==> src/rtl/wb_ram_arbiter.sv <==
// wb_ram_arbiter: two-master round-robin Wishbone arbiter with burst cap in front of the on-chip RAM.
// Optional stall timeout per grant is enabled by defining WB_ARB_TIMEOUT_EN.
module wb_ram_arbiter #(
  parameter int MAX_BURST      = 4,
  parameter int TIMEOUT_CYCLES = 16
) (
  input  logic        i_clk,
  input  logic        i_rst,
  input  logic        i_m0_cyc,
  input  logic        i_m0_stb,
  input  logic        i_m0_we,
  input  logic [3:0]  i_m0_sel,
  input  logic [31:0] i_m0_addr,
  input  logic [31:0] i_m0_data,
  output logic [31:0] o_m0_data,
  output logic        o_m0_ack,
  output logic        o_m0_err,
  input  logic        i_m1_cyc,
  input  logic        i_m1_stb,
  input  logic        i_m1_we,
  input  logic [3:0]  i_m1_sel,
  input  logic [31:0] i_m1_addr,
  input  logic [31:0] i_m1_data,
  output logic [31:0] o_m1_data,
  output logic        o_m1_ack,
  output logic        o_m1_err,
  output logic        o_s_cyc,
  output logic        o_s_stb,
  output logic        o_s_we,
  output logic [3:0]  o_s_sel,
  output logic [31:0] o_s_addr,
  output logic [31:0] o_s_data,
  input  logic [31:0] i_s_data,
  input  logic        i_s_ack,
  output logic [1:0]  o_grant
);
  localparam int BW = (MAX_BURST < 1) ? 1 : $clog2(MAX_BURST + 1);
  localparam logic [BW-1:0] SAT = BW'(MAX_BURST);
  localparam logic [BW-1:0] LAST = BW'((MAX_BURST < 1) ? 0 : MAX_BURST - 1);
  typedef enum logic [1:0] {IDLE, G0, G1} state_t;
  state_t state;
  logic rr_last;
  logic [BW-1:0] burst_cnt;
  logic g0, g1, cur_cyc, cur_stb, oth_req, cap, tmo, grant_end;
  assign g0 = state == G0;
  assign g1 = state == G1;
  assign cur_cyc = g1 ? i_m1_cyc : i_m0_cyc;
  assign cur_stb = g1 ? i_m1_stb : i_m0_stb;
  assign oth_req = g1 ? i_m0_cyc : i_m1_cyc;
  // >= lets a saturated counter hand over at the first ack after a competitor shows up
  assign cap = (MAX_BURST != 0) && i_s_ack && (burst_cnt >= LAST) && oth_req;
`ifdef WB_ARB_TIMEOUT_EN
  localparam int TW = $clog2(TIMEOUT_CYCLES);
  logic [TW-1:0] to_cnt;
  assign tmo = (g0 || g1) && cur_stb && !i_s_ack && (to_cnt == TW'(TIMEOUT_CYCLES - 1));
  assign o_m0_err = g0 && tmo;
  assign o_m1_err = g1 && tmo;
  always_ff @(posedge i_clk) begin
    if (i_rst || state == IDLE || grant_end || i_s_ack) to_cnt <= '0;
    else if (cur_stb) to_cnt <= to_cnt + 1'b1;
  end
`else
  assign tmo = 1'b0;
  assign o_m0_err = 1'b0;
  assign o_m1_err = 1'b0;
`endif
  assign grant_end = !cur_cyc || cap || tmo;
  always_ff @(posedge i_clk) begin
    if (i_rst) begin
      state     <= IDLE;
      rr_last   <= 1'b1;
      burst_cnt <= '0;
    end else if (state == IDLE) begin
      burst_cnt <= '0;
      if (i_m0_cyc || i_m1_cyc) state <= (i_m0_cyc && (!i_m1_cyc || rr_last)) ? G0 : G1;
    end else if (grant_end) begin
      state     <= oth_req ? (g0 ? G1 : G0) : IDLE;
      rr_last   <= g1;
      burst_cnt <= '0;
    end else if (i_s_ack && burst_cnt != SAT) begin
      burst_cnt <= burst_cnt + 1'b1;
    end
  end
  assign o_s_cyc   = g0 ? i_m0_cyc  : g1 ? i_m1_cyc  : 1'b0;
  assign o_s_stb   = g0 ? i_m0_stb  : g1 ? i_m1_stb  : 1'b0;
  assign o_s_we    = g0 ? i_m0_we   : g1 ? i_m1_we   : 1'b0;
  assign o_s_sel   = g0 ? i_m0_sel  : g1 ? i_m1_sel  : 4'b0;
  assign o_s_addr  = g0 ? i_m0_addr : g1 ? i_m1_addr : 32'b0;
  assign o_s_data  = g0 ? i_m0_data : g1 ? i_m1_data : 32'b0;
  assign o_m0_ack  = g0 && i_s_ack;
  assign o_m1_ack  = g1 && i_s_ack;
  assign o_m0_data = g0 ? i_s_data : 32'b0;
  assign o_m1_data = g1 ? i_s_data : 32'b0;
  assign o_grant   = {g1, g0};
endmodule

==> config.mk <==
export PLATFORM = sky130hd
export DESIGN_NAME = wb_ram_arbiter
export DESIGN_NICKNAME = d
export VERILOG_FILES = /design/src/rtl/wb_ram_arbiter.sv
export SDC_FILE = /design/constraint.sdc
export NUM_CORES = 1
export LEC_CHECK = 0
export ABC_AREA = 1
export ABC_CLOCK_PERIOD_IN_PS = 1800
export BUFFER_PORTS_ARGS = -buffer_cell sky130_fd_sc_hd__buf_2
export CAP_MARGIN = 20
export CORE_AREA = 2 2 123 125
export DETAILED_ROUTE_END_ITERATION = 8
export DIE_AREA = 0 0 125 127
export SYNTH_ARGS = -nofsm -noshare
export SYNTH_HDL_FRONTEND = slang
export SYNTH_SLANG_ARGS = --single-unit
==> constraint.sdc <==
create_clock -name i_clk -period 1.8 [get_ports i_clk]
set_input_delay 0.36 -clock i_clk [delete_from_list [all_inputs] [get_ports i_clk]]
set_output_delay 0.36 -clock i_clk [all_outputs]
set_load 0.05 [all_outputs]
==> out/results.tsv <==
metric	value	unit
final WL	14700	um
CP max stage cell	dfxtp_4	
worst r2r dst	burst_cnt[2]$_SDFFE_PP0P_	
FF+latch area	128	um^2
reg2reg start	state[1]$_SDFFE_PP0P_	
total CTS buffers	3	
Vias/cell	4.30	
Critical Path Sink Type	output port	
Synth Warn #	0	
largest net degree at the start of global routing	19	
Die Ht	127	um
TritonCTS clock tree	yes	
Netlist cell types	21	
DP Wirelength	9780	um
IO Pins	318	
Hold Crit Depth	3	
CTS clk-pin slew, worst paths	0.03	ns
Die X	125	um
maximum VDD drop	0.660	mV
WL/cell	18.9	um
hold crit path type	in -> reg	
period utilization	105	%
gp weighted congestion	0.837	
Synth Instances	262	
most frequent cell after synthesis	nor2_1	
top cell type's share of synthesized area	39.4	%
worst endpoint data arrival time	1.53	ns
initial antenna violation count	4	
R2R cell count	11	
Final #Nets	775	
crit start category	flip-flop	
RSZ-0062 raised after global routing	true	
PD cells	1920	mW/mm^2
Placed Cells	746	
number of synthesized flops with an enable pin	0	
most frequent cells after synthesis	72 x nor2_1, 70 x a22o_1, 42 x inv_1, 22 x nand2_1, 14 x buf_2	
GR met2 Demand/Resource	31.2	%
DR iter-0 viols	90	
multi-input logic area	0.00146	mm^2
Top FF cell, synth	dfxtp_1	
Total GRT Usage	16.0	%
Synth area leader	a22o_1	
HP Start	i_rst	
FP Rows	44	
CTS Sinks	6	
flop2flop setup slack	0.23	ns
DRT Pass-1 Iters	4	
Detail Route Antenna Nets	0	
crit-path max cell delay	0.35	ns
maximum clock rate	530	MHz
Lkg Pwr	2.85	nW
post-synthesis sequential area ratio	7.72	%
vias in the first global route	3318	
Most Crowded Layer GR	met2	
global route total overflow	0	
placed cell area	0.00365	mm^2
first-pass GRT wire length	19200	um
sum of buffers and inverters on the critical path	4	
worst setup path class	reg -> out	
M3 GR Usage	3.31	%
Post-CTS Hold Buffers	0	
outcome	complete, but fails checks	
CP Max Fanout	9	
clock latency on the worst-skew pair	0.23	ns
Area growth syn-to-layout	236	%
die area	0.0159	mm^2
Top delay family on crit path	buffers and inverters	
final core utilization	36.3	%
met1 GRT Util	16.6	%
Root Driver	clkbuf_16	
Final Instance Area	0.00524	mm^2
CORE AREA	0.0144	mm^2
Worst Hold End	rr_last$_SDFFE_PP1P_	
mapped cell area	0.00156	mm^2
final cell count without fillers	780	
Worst EP required	1.44	ns
crit path cell chain	buf_12 -> nor2_4 -> buf_8 -> buf_16 -> a22o_1 -> buf_6	
post-synthesis register bit count	6	
cell count along the critical path	6	
H-tree depth	1	
Async S/R FF share, synth	0	%
Slew Limit Fails	0	
fillers	1473	
setup ws final	-0.0865	ns
share of layout cells above drive strength 1	69.5	%
Hold Vio Cnt, Final	0	
clk buf depth	2	
Mean Syn Cell Area	5.94	um^2
Final min period	1.89	ns
Final Setup Violations	86	
Port Buf Inserts	315	
Starting Density	10.8	%
total number of vias	3356	
max-cap violations	0	
clock skew	0.00291	ns
residual DRC count	0	
failing checks	setup timing	
largest cells by area after synthesis	a22o_1 39%, nor2_1 17%, inv_1 10%	
## state kept, by name, indices dropped and copies added, names as in the netlist
signal / count
burst_cnt: 3
state: 2
rr_last: 1
## tightest hold or removal path, stage by stage
cell and delay [ns]:
buf_2 0.13, a21oi_1 0.05, nand2_1 0.05
## final cells by class
class | instances | share of cell area [%]
Multi-Input combinational cell | 186 | 27.9
Timing Repair Buffer | 353 | 60.3
Clock buffer | 3 | 1.43
Inverter | 45 | 3.42
Tap cell | 184 | 4.40
Sequential cell | 6 | 2.44
Antenna cell | 3 | 0.143
## cell usage in the layout (no fill, tap or decap)
cell / count
o21ai_2: 2
nand2_2: 2
o21ai_0: 2
buf_16: 12
a22o_1: 49
buf_6: 81
nor2_2: 5
buf_12: 25
clkbuf_16: 9
nor2_1: 51
buf_8: 5
nor2_4: 19
inv_1: 42
a21oi_1: 5
inv_4: 1
dfxtp_1: 4
xor2_1: 1
nand3_1: 1
nand2_1: 21
inv_8: 1
inv_2: 1
conb_1: 2
mux2_2: 1
clkbuf_4: 14
buf_2: 196
buf_4: 14
diode_2: 3
dfxtp_4: 2
ha_1: 3
a22o_4: 21
nand2_4: 1
## how the worst max path moves through the flow
stage	start	slack (ns)	to
global placement	state[1]$_SDFFE_PP0P_	0.03	o_s_sel[0]
finish	state[1]$_SDFFE_PP0P_	-0.09	o_s_data[16]
global route	state[1]$_SDFFE_PP0P_	-0.13	o_s_addr[15]
detailed placement	state[1]$_SDFFE_PP0P_	0.03	o_s_sel[0]
CTS	state[1]$_SDFFE_PP0P_	-0.06	o_s_sel[0]
floorplan	state[0]$_SDFFE_PP0P_	-0.1	o_m0_data[10]
## where the power goes
part | switching [mW] | leakage [nW] | internal (mW) | total (mW)
Sequential | 0.0363 | 0.0503 | 0.175 | 0.211
Clock | 0.0750 | 0.0370 | 0.285 | 0.360
Combinational | 5.61 | 2.77 | 3.85 | 9.46
Total | 5.72 | 2.85 | 4.31 | 10.0
## metal layers
layer	up-vias	wire, um
met5	-	0
met4	0	539
met3	29	1280
met2	253	7930
met1	1524	4990
li1	1550	-
## stage by stage
| stage | hold slack, ns | setup WS [ns] | power [mW] | TNS, ns |
|---|---|---|---|---|
| after floorplan | 0.421 | -0.0984 | 4.89 | -2.95 |
| after global placement | 0.439 | 0.0266 | 7.00 | 0 |
| after detailed placement | 0.452 | 0.0308 | 6.98 | 0 |
| after CTS | 0.393 | -0.0613 | 9.49 | -2.55 |
| after global routing | 0.419 | -0.131 | 10.4 | -8.22 |
| final | 0.396 | -0.0865 | 10.0 | -4.00 |
## kinds of logic after synthesis
logic type | synth area share, %
buffers and inverters | 20.2
AO/OA/AOI/OAI | 42.5
AND/OR/NAND/NOR | 25.6
adder cells (fa/ha/maj) | 2.41
other | 0.241
multiplexers | 0.723
flip-flops | 7.72
XOR/XNOR | 0.563
## timing repair
action / CTS / global route
resized for setup: 208 / 70
pin swaps: 7 / 13
endpoints found under the setup margin: 110 / 125
setup buffers: 11 / 0
gates cloned: 11 / 7
(Power assumes the default switching activity.)
